$ cat src/rtl/seq_det_pkg.sv
`default_nettype none
// ============================================================================
// seq_det_pkg : shared state encoding and default geometry for seq_det_ctrl
// Rev 1.0
// ============================================================================
package seq_det_pkg;

  typedef enum logic [2:0] {
    IDLE  = 3'd0,
    CLEAR = 3'd1,
    LOAD  = 3'd2,
    SHIFT = 3'd3,
    DRAIN = 3'd4,
    DONE  = 3'd5
  } state_t;

  localparam int W_DEF     = 8;
  localparam int LEN_W_DEF = 8;
  localparam int BIT_W     = $clog2(W_DEF);
  localparam int POS_W     = LEN_W_DEF + BIT_W;

endpackage
`default_nettype wire

$ cat src/rtl/seq_det_ctrl_if.sv
`default_nettype none
// ============================================================================
// seq_det_ctrl_if : host-side frame, word and result signals of seq_det_ctrl
// Rev 1.0
// ============================================================================
interface seq_det_ctrl_if #(
  parameter int W     = 8,
  parameter int LEN_W = 8,
  parameter int CNT_W = 16,
  parameter int POS_W = LEN_W + $clog2(W)
);
  logic             start;
  logic [LEN_W-1:0] frame_len;
  logic [W-1:0]     s_data;
  logic             s_valid;
  logic             s_ready;
  logic             busy;
  logic             done;
  logic [CNT_W-1:0] match_cnt;
  logic [POS_W-1:0] first_pos;
  logic             first_vld;

  modport master (
    output start, frame_len, s_data, s_valid,
    input  s_ready, busy, done, match_cnt, first_pos, first_vld
  );

  modport slave (
    input  start, frame_len, s_data, s_valid,
    output s_ready, busy, done, match_cnt, first_pos, first_vld
  );
endinterface
`default_nettype wire

$ cat src/rtl/det_lat_pipe.sv
`default_nettype none
// ============================================================================
// det_lat_pipe : DEPTH-stage delay line aligning {enable, bit index} with det_out
// Rev 1.0
// ============================================================================
module det_lat_pipe #(
  parameter int DEPTH = 1,
  parameter int IDX_W = 11
) (
  input  wire logic             clk,
  input  wire logic             rst,
  input  wire logic             i_en,
  input  wire logic [IDX_W-1:0] i_idx,
  output logic                  o_en,
  output logic      [IDX_W-1:0] o_idx
);
  logic [DEPTH-1:0] r_en;
  logic [IDX_W-1:0] r_idx [DEPTH];

  always_ff @(posedge clk or posedge rst) begin
    if (rst) begin
      r_en <= '0;
      for (int i = 0; i < DEPTH; i++) r_idx[i] <= '0;
    end else begin
      r_en[0]  <= i_en;
      r_idx[0] <= i_idx;
      for (int i = 1; i < DEPTH; i++) begin
        r_en[i]  <= r_en[i-1];
        r_idx[i] <= r_idx[i-1];
      end
    end
  end

  assign o_en  = r_en[DEPTH-1];
  assign o_idx = r_idx[DEPTH-1];
endmodule
`default_nettype wire

$ cat src/rtl/seq_det_ctrl.sv
`default_nettype none
// ============================================================================
// seq_det_ctrl : frames parallel words into a serial sequence detector and
//                reports match count and first match position. Rev 1.0
// ============================================================================
module seq_det_ctrl
  import seq_det_pkg::*;
#(
  parameter int W       = W_DEF,
  parameter int LEN_W   = LEN_W_DEF,
  parameter int DET_LAT = 1,
  parameter int CNT_W   = 16
) (
  input  wire logic       clk,
  input  wire logic       rst,
  seq_det_ctrl_if.slave   host,
  output logic            det_rst,
  output logic            det_in,
  output logic            det_en,
  input  wire logic       det_out
);
  localparam int c_BIT_W = $clog2(W);
  localparam int c_POS_W = LEN_W + c_BIT_W;

  state_t               r_state, w_next;
  logic [LEN_W-1:0]     r_len;
  logic                 r_zero;
  logic [W-1:0]         r_sreg;
  logic [LEN_W-1:0]     r_word_cnt;
  logic [c_POS_W-1:0]   r_bit_idx;
  logic [2:0]           r_drain;
  logic [CNT_W-1:0]     r_match_cnt;
  logic [c_POS_W-1:0]   r_first_pos;
  logic                 r_first_vld;

  logic w_clear, w_s_ready, w_det_en, w_det_in, w_busy, w_done;
  logic w_last_bit, w_last_word, w_drain_end;
  logic                 w_d_en;
  logic [c_POS_W-1:0]   w_d_idx;

  assign w_last_bit  = &r_bit_idx[c_BIT_W-1:0];
  assign w_last_word = (r_word_cnt == r_len);
  assign w_drain_end = (r_drain == 3'(DET_LAT - 1));

  always_ff @(posedge clk or posedge rst) begin
    if (rst) r_state <= IDLE;
    else     r_state <= w_next;
  end

  // A zero-length frame still spends one cycle in CLEAR (results zeroed,
  // det_rst masked) so done lands two cycles after start.
  always_comb begin
    w_next    = r_state;
    w_clear   = 1'b0;
    w_s_ready = 1'b0;
    w_det_en  = 1'b0;
    w_det_in  = 1'b0;
    w_busy    = 1'b1;
    w_done    = 1'b0;
    case (r_state)
      IDLE: begin
        w_busy = 1'b0;
        if (host.start) w_next = CLEAR;
      end
      CLEAR: begin
        w_clear = 1'b1;
        w_next  = r_zero ? DONE : LOAD;
      end
      LOAD: begin
        w_s_ready = 1'b1;
        if (host.s_valid) w_next = SHIFT;
      end
      SHIFT: begin
        w_det_en = 1'b1;
        w_det_in = r_sreg[W-1];
        if (w_last_bit) w_next = w_last_word ? DRAIN : LOAD;
      end
      DRAIN: if (w_drain_end) w_next = DONE;
      DONE: begin
        w_done = 1'b1;
        w_next = IDLE;
      end
      default: begin
        w_busy = 1'b0;
        w_next = IDLE;
      end
    endcase
  end

  always_ff @(posedge clk or posedge rst) begin
    if (rst) begin
      r_len       <= '0;
      r_zero      <= 1'b0;
      r_sreg      <= '0;
      r_word_cnt  <= '0;
      r_bit_idx   <= '0;
      r_drain     <= '0;
      r_match_cnt <= '0;
      r_first_pos <= '0;
      r_first_vld <= 1'b0;
    end else begin
      if (r_state == IDLE && host.start) begin
        r_len  <= host.frame_len;
        r_zero <= (host.frame_len == '0);
      end
      if (w_clear) begin
        r_word_cnt  <= '0;
        r_bit_idx   <= '0;
        r_match_cnt <= '0;
        r_first_pos <= '0;
        r_first_vld <= 1'b0;
      end else if (w_d_en && det_out) begin
        if (!(&r_match_cnt)) r_match_cnt <= r_match_cnt + 1'b1;
        if (!r_first_vld) begin
          r_first_pos <= w_d_idx;
          r_first_vld <= 1'b1;
        end
      end
      if (r_state == LOAD && host.s_valid) begin
        r_sreg     <= host.s_data;
        r_word_cnt <= r_word_cnt + 1'b1;
      end
      if (r_state == SHIFT) begin
        r_sreg    <= {r_sreg[W-2:0], 1'b0};
        r_bit_idx <= r_bit_idx + 1'b1;
      end
      r_drain <= (r_state == DRAIN) ? r_drain + 3'd1 : 3'd0;
    end
  end

  det_lat_pipe #(
    .DEPTH (DET_LAT),
    .IDX_W (c_POS_W)
  ) u_lat_pipe (
    .clk   (clk),
    .rst   (rst),
    .i_en  (w_det_en),
    .i_idx (r_bit_idx),
    .o_en  (w_d_en),
    .o_idx (w_d_idx)
  );

  assign det_rst        = rst | (w_clear & ~r_zero);
  assign det_en         = w_det_en;
  assign det_in         = w_det_in;
  assign host.s_ready   = w_s_ready;
  assign host.busy      = w_busy;
  assign host.done      = w_done;
  assign host.match_cnt = r_match_cnt;
  assign host.first_pos = r_first_pos;
  assign host.first_vld = r_first_vld;
endmodule
`default_nettype wire

$ cat src/flat_wrapper.sv
// flat-port wrapper written by rule: the top's interface ports become plain ports
module seq_det_ctrl_flat import seq_det_pkg::*;
#(
  parameter int W       = W_DEF,
  parameter int LEN_W   = LEN_W_DEF,
  parameter int DET_LAT = 1,
  parameter int CNT_W   = 16
)
  (clk, rst, det_rst, det_in, det_en, det_out, host_start, host_frame_len, host_s_data, host_s_valid, host_s_ready, host_busy, host_done, host_match_cnt, host_first_pos, host_first_vld);
  seq_det_ctrl_if #(.W(W), .LEN_W(LEN_W), .CNT_W(CNT_W), .POS_W((POS_W))) host_i ();
  input  wire logic clk;
  input  wire logic rst;
  output logic det_rst;
  output logic det_in;
  output logic det_en;
  input  wire logic det_out;
  input wire logic [$bits(host_i.start)-1:0] host_start;
  input wire logic [$bits(host_i.frame_len)-1:0] host_frame_len;
  input wire logic [$bits(host_i.s_data)-1:0] host_s_data;
  input wire logic [$bits(host_i.s_valid)-1:0] host_s_valid;
  output wire logic [$bits(host_i.s_ready)-1:0] host_s_ready;
  output wire logic [$bits(host_i.busy)-1:0] host_busy;
  output wire logic [$bits(host_i.done)-1:0] host_done;
  output wire logic [$bits(host_i.match_cnt)-1:0] host_match_cnt;
  output wire logic [$bits(host_i.first_pos)-1:0] host_first_pos;
  output wire logic [$bits(host_i.first_vld)-1:0] host_first_vld;
  assign host_i.start = host_start;
  assign host_i.frame_len = host_frame_len;
  assign host_i.s_data = host_s_data;
  assign host_i.s_valid = host_s_valid;
  assign host_s_ready = host_i.s_ready;
  assign host_busy = host_i.busy;
  assign host_done = host_i.done;
  assign host_match_cnt = host_i.match_cnt;
  assign host_first_pos = host_i.first_pos;
  assign host_first_vld = host_i.first_vld;
  seq_det_ctrl #(.W(W), .LEN_W(LEN_W), .DET_LAT(DET_LAT), .CNT_W(CNT_W)) u_core (.clk(clk), .rst(rst), .host(host_i), .det_rst(det_rst), .det_in(det_in), .det_en(det_en), .det_out(det_out));
endmodule
$ cat config.mk
export PLATFORM = sky130hd
export DESIGN_NAME = seq_det_ctrl_flat
export DESIGN_NICKNAME = d
export VERILOG_FILES = /design/src/rtl/seq_det_pkg.sv /design/src/rtl/seq_det_ctrl_if.sv /design/src/rtl/det_lat_pipe.sv /design/src/rtl/seq_det_ctrl.sv /design/src/flat_wrapper.sv
export SDC_FILE = /design/constraint.sdc
export NUM_CORES = 1
export LEC_CHECK = 0
export ABC_AREA = 0
export BUFFER_PORTS_ARGS = -buffer_cell sky130_fd_sc_hd__buf_2
export CORE_MARGIN = 4
export CORE_UTILIZATION = 51
export CTS_CLUSTER_SIZE = 30
export DETAILED_ROUTE_END_ITERATION = 7
export GPL_TIMING_DRIVEN = 0
export PLACE_DENSITY = 0.72
export SLEW_MARGIN = 10
export SYNTH_ARGS = -nofsm -noshare
export SYNTH_HDL_FRONTEND = slang
export SYNTH_SLANG_ARGS = --single-unit
$ cat constraint.sdc
create_clock -name clk -period 2.42 [get_ports clk]
set_input_delay 0.363 -clock clk [delete_from_list [all_inputs] [get_ports clk]]
set_output_delay 0.363 -clock clk [all_outputs]
set_load 0.02 [all_outputs]
==> After elaboration in Yosys (flattened, before gate mapping) <==
Cells that the tools add are included.
{ "totals": {"reg_bits": 82, "in_bits": 21, "out_inout_bits": 34, "word_cells": 75} }
{ "classes": {"add_sub_neg": 4, "eq_ne": 12, "muxes": 28, "bitwise": 3, "n_reduce_logical": 16} }
{ "op_table": {"columns": ["cell", "count"], "rows": [
  ["$mux 11", 5],
  ["$mux 16", 3],
  ["$mux 8", 4],
  ["$mux 3", 7],
  ["$add 16x1->16 const B", 1],
  ["$reduce_and 16->1", 1],
  ["$pmux 3 s5", 1],
  ["$add 11x1->11 const B", 1],
  ["$add 8x1->8 const B", 1],
  ["$eq 8x8->1", 1],
  ["$logic_not 8->1", 1],
  ["$mux 1", 8],
  ["$reduce_bool 2->1", 4],
  ["$eq 3x2->1 const B", 2],
  ["$eq 3x3->1 const B", 2],
  ["$logic_not 3->1", 2],
  ["$ne 2x1->1 const B", 3],
  ["$ne 2x2->1 const B", 3],
  ["$reduce_or 5->1", 1],
  ["$reduce_and 2->1", 2],
  ["$reduce_and 4->1", 1],
  ["$add 3x1->3 const B", 1],
  ["$eq 3x1->1 const B", 1],
  ["$logic_and 1x1->1", 3],
  ["other kinds (4)", 4]
]} }

==> Depth between registers and ports, before layout <==
{ "logic_depth": {"depth_word": 4, "mapped_depth": 7, "ltp_nobuf": 5} }

==> Modules after synthesis <==
From an unflattened synthesis, not the netlist that was laid out.
{ "unflattened": {"cells_unflattened": 376, "hier_area_um2": 3718.6} }
{ "by_module_without_submodules": {"columns": ["mod", "instances", "cells_per_inst", "area_each_um2", "seq_area_each_um2"], "rows": [
  ["seq_det_ctrl", 1, 363, 3414.5, 1751.7],
  ["det_lat_pipe", 1, 13, 304.0, 300.3]
]} }

==> Worst setup path before layout <==
Ideal clock, no wire load.
{ "synth_timing": {"kind": "input-to-output", "startpoint": "input rst", "endpoint": "output det_rst", "arrival_ns": 2.875, "t_required_ns": 2.057, "path_slack_ns": -0.818, "stages": 2, "path_buffers": 0, "cell_sequence": "inv_1 > o21ai_0"} }
{ "synth_via": {"elab_chain_len": 1} }
{ "synth_rtl": {"columns": ["item", "line", "rtl"], "rows": [
  ["start, declared", "flat_wrapper.sv:12", "input wire logic rst;"],
  ["$or 1x1->1", "seq_det_ctrl.sv:143", "assign det_rst = rst | (w_clear & ~r_zero);"],
  ["end, declared", "flat_wrapper.sv:13", "output logic det_rst;"]
]} }
Every way passes these cells.

==> Worst setup path in the final report <==
{ "layout_timing": {"startpoint": "register u_core.r_state[2]", "endpoint": "output det_in"} }
{ "layout_via": {"elab_chain_len": 2} }
{ "layout_rtl": {"columns": ["item", "line", "rtl"], "rows": [
  ["start, declared", "seq_det_ctrl.sv:25", "state_t r_state, w_next;"],
  ["start signal, assigned", "seq_det_ctrl.sv:47", "else r_state <= w_next;"],
  ["$eq 3x2->1", "seq_det_ctrl.sv:60", "case (r_state)"],
  ["$mux 1", "seq_det_ctrl.sv:60", null],
  ["end, declared", "flat_wrapper.sv:14", "output logic det_in;"]
]} }
Every way passes these cells.

==> metrics.cfg <==
[run_status]
status=complete, no violations

[layout]
drive_gt1_share_pct=21.9
fin_cells=547
antennaDiodeCount=0
areaGrowthSynthToFinish_pct=17.1
utilization_pct=61.8
fillers=648
finalNetCount=470

[yosys]
ys_warn_count=0
synth_async_sr_flop_share_pct=100
synth_fp_nets=402
synth_area_per_cell_um2=10.3
yosysSeqAreaShare_pct=53.4
ys.flop_type=dfrtp_1
yosys_register_bits=82
synth_cell_types=54
synth-edff-count=0
syn_inst=375
syn_area_um2=3850

[pwr]
pwr_density_cell_nw_per_um2=958
p_leak_nw=2.07
finalPower_mw=4.31
ir_drop_mv=0.543

[clock_network]
cts_buffer_depth=2
clk_latency_ns=0.35
cts_root_buf=clkbuf_8
cts_sinks=82
clkTransAtPathRegs_ns=0.09
cts_made_buffers=9
htree_levels=3
cts_tree=yes
post_cts_buffers=0

[detailed_routing]
totalWireLength_um=8300
vias_per_cell=5.76
ant_nets=0
post_drt_wl_per_cell_um=15.2
drc=0
num_vias=3149
first_iter_violations=125
first_pass_iters=6

[die]
num_io_pins=55
die_area_um2=8990
fp.dieW_um=94.8
start_util_pct=52.7
core-area_um2=7290
row_count=31
die_y_um=94.8

[critical_path]
critical_path_class=register to output pin
arrival_ns=1.90
critPathTopFamily=buffers and inverters
reg2reg_depth=5
critical_path_required_ns=2.06
end_kind=output pin
cpPeakStageDelay_ns=0.36
r2r_slack_ns=0.47
start_kind=register
cpMostUsedCell=buf_2
crit_buf_inv=4
crit_path_max_fanout=10
slowest_stage=dfrtp_1
r2r-start=u_core.host.match_cnt[0]
path_cells=buf_2, nor2b_4, nand2_1, buf_6, clkbuf_1, nor2_1, buf_2
r2r-end=u_core.host.match_cnt[8]

[job]
drv_cap=0

[sta]
rsz0062_at_grt=false
slew_headroom_pct=63.0
finalHoldViolations=0
drv_slew=0
fmax_ghz=0.442
clock_skew_ns=0.0118
tightest_slew_ns=0.551
fin_crit_ns=2.26
worst_slack_ns=0.158
post-route-period-util_pct=93.5
setup_violations=0

[place]
dp.cells=530
place_congestion=0.820
portBuffers=54
dp_slack_ns=0.488
hpwl_um=5910

[global_route]
use_met2_pct=33.0
grt_pass1_vias=3031
track_usage_pct=20.1
grt_max_degree=39
grt_busiest_layer=met2
grt_first_pass_wirelength_um=14200
met3_usage_pct=3.27
antenna_found_initial=0
grt_overflow=0
grt.met1_usage_pct=27.0

[min_path]
hold_path_depth=3
hold_start=host_s_data[0]
min_to=u_core.r_sreg[0]
hold_class=input port to register

routing by layer:
metal	routed length (um)	vias up
met1	3770	1552
li1	-	1505
met5	0	-
met3	404	9
met2	4040	83
met4	85	0
cells in the mapped netlist (2+ instances only):
library cell,count,share of area (%)
dfrtp_1,82,53
nand2_1,47,4.6
o21ai_0,28,3.6
nor2_1,21,2.0
a21oi_1,18,2.3
nand3_1,16,2.1
nand4_1,13,2.1
a22o_1,11,2.5
clkbuf_1,10,0.98
inv_1,10,0.98
xnor2_1,10,2.3
a31oi_1,9,1.5
nor3_1,9,1.2
or4_1,8,1.6
or3_1,7,1.1
and3_1,6,0.98
ha_1,6,2.0
mux2_2,6,1.8
nor4_1,5,0.81
o211ai_1,5,0.98
o31ai_1,5,0.98
and2_1,3,0.49
buf_2,3,0.39
nand2b_1,3,0.49
and4_1,2,0.46
mux2_1,2,0.59
nand4_2,2,0.65
o21ai_1,2,0.26
worst register-to-register path, cell delays in order, from the launching register on:
cell	delay, ns
dfrtp_1	0.42
ha_1	0.35
nand4_2	0.26
or4_4	0.55
nand3_1	0.12
mux2i_1	0.18
what timing repair did:
action | 4_1_cts | 5_1_grt
hold endpoints to repair | 10 | 0
gates resized for setup | 0 | 0
hold buffers | 1 | 0
kinds of logic after synthesis:
kind of cell,count (synthesis),synth area share (%)
compound gates,87,14.1
xor+xnor,10,2.28
fa+ha+maj,6,1.95
buf+inv,27,3.06
flops,82,53.4
mux,9,2.60
simple gates,154,22.7
flip-flops by register name, indices dropped and copies added (netlist names):
register and cells:
u_core.host.first_pos 11, u_core.host.first_vld 1, u_core.host.match_cnt 16, u_core.r_bit_idx 11, u_core.r_drain 3, u_core.r_len 8, u_core.r_sreg 8, u_core.r_state 3
u_core.r_word_cnt 8, u_core.r_zero 1, u_core.u_lat_pipe.o_en 1, u_core.u_lat_pipe.o_idx 11
stage by stage:
stage,cell area (um2),setup TNS [ns],hold slack (ns)
3_5_place_dp,4290,0,0.351
2_1_floorplan,3850,0,0.352
6_report,4500,0,0.236
3_3_place_gp,4250,-0.423,0.361
4_1_cts,4500,0,0.220
5_1_grt,4500,0,0.229
where the power goes:
| part | total [mW] | switching, mW | internal (mW) |
|---|---|---|---|
| logic | 1.28 | 0.764 | 0.518 |
| registers | 2.00 | 0.282 | 1.72 |
| clock network | 1.03 | 0.539 | 0.493 |
| total | 4.31 | 1.58 | 2.73 |
worst max path at each step:
stage | start | endpoint | slack, ns | cells past startpoint
after floorplan | rst | det_rst | 0.14 | 2
final | u_core.r_state[2] | det_in | 0.16 | 7
after detailed placement | u_core.host.match_cnt[0] | u_core.host.match_cnt[8] | 0.49 | 5
after global routing | u_core.r_state[2] | det_in | 0.01 | 7
after CTS | u_core.r_state[2] | det_in | 0.14 | 7
after global placement | rst | det_rst | -0.42 | 4
cells in the final DEF (no fill, tap or decap), drive strengths merged, types with 2 or more instances in the layout:
master	synthesis	routed
nand4	15	15
dfrtp	82	82
o211ai	5	5
mux2	8	8
nand3	17	17
nand2	48	48
or3	7	7
and3	6	6
buf	6	62
inv	10	13
nand2b	3	3
and4	3	3
ha	6	6
clkinvlp	0	2
xnor2	10	10
nor2b	2	2
and2	3	3
nor3	10	10
o31ai	5	5
a22o	11	11
a21oi	18	18
clkbuf	11	20
nor2	21	21
or4	9	9
a31oi	9	9
nor4	6	6
o21ai	30	30
area by class of cell:
| type | instances | area (um2) | share of cell area (%) |
|---|---|---|---|
| buffer | 17 | 80.1 | 1.78 |
| clock buffer | 9 | 124 | 2.75 |
| clock inverter | 7 | 81.3 | 1.81 |
| inverter | 10 | 41.3 | 0.917 |
| multi-input combinational | 266 | 1680 | 37.3 |
| sequential | 82 | 2050 | 45.6 |
| tap | 99 | 124 | 2.75 |
| timing repair buffer | 57 | 320 | 7.11 |
Power figures use the tool's default switching activity.
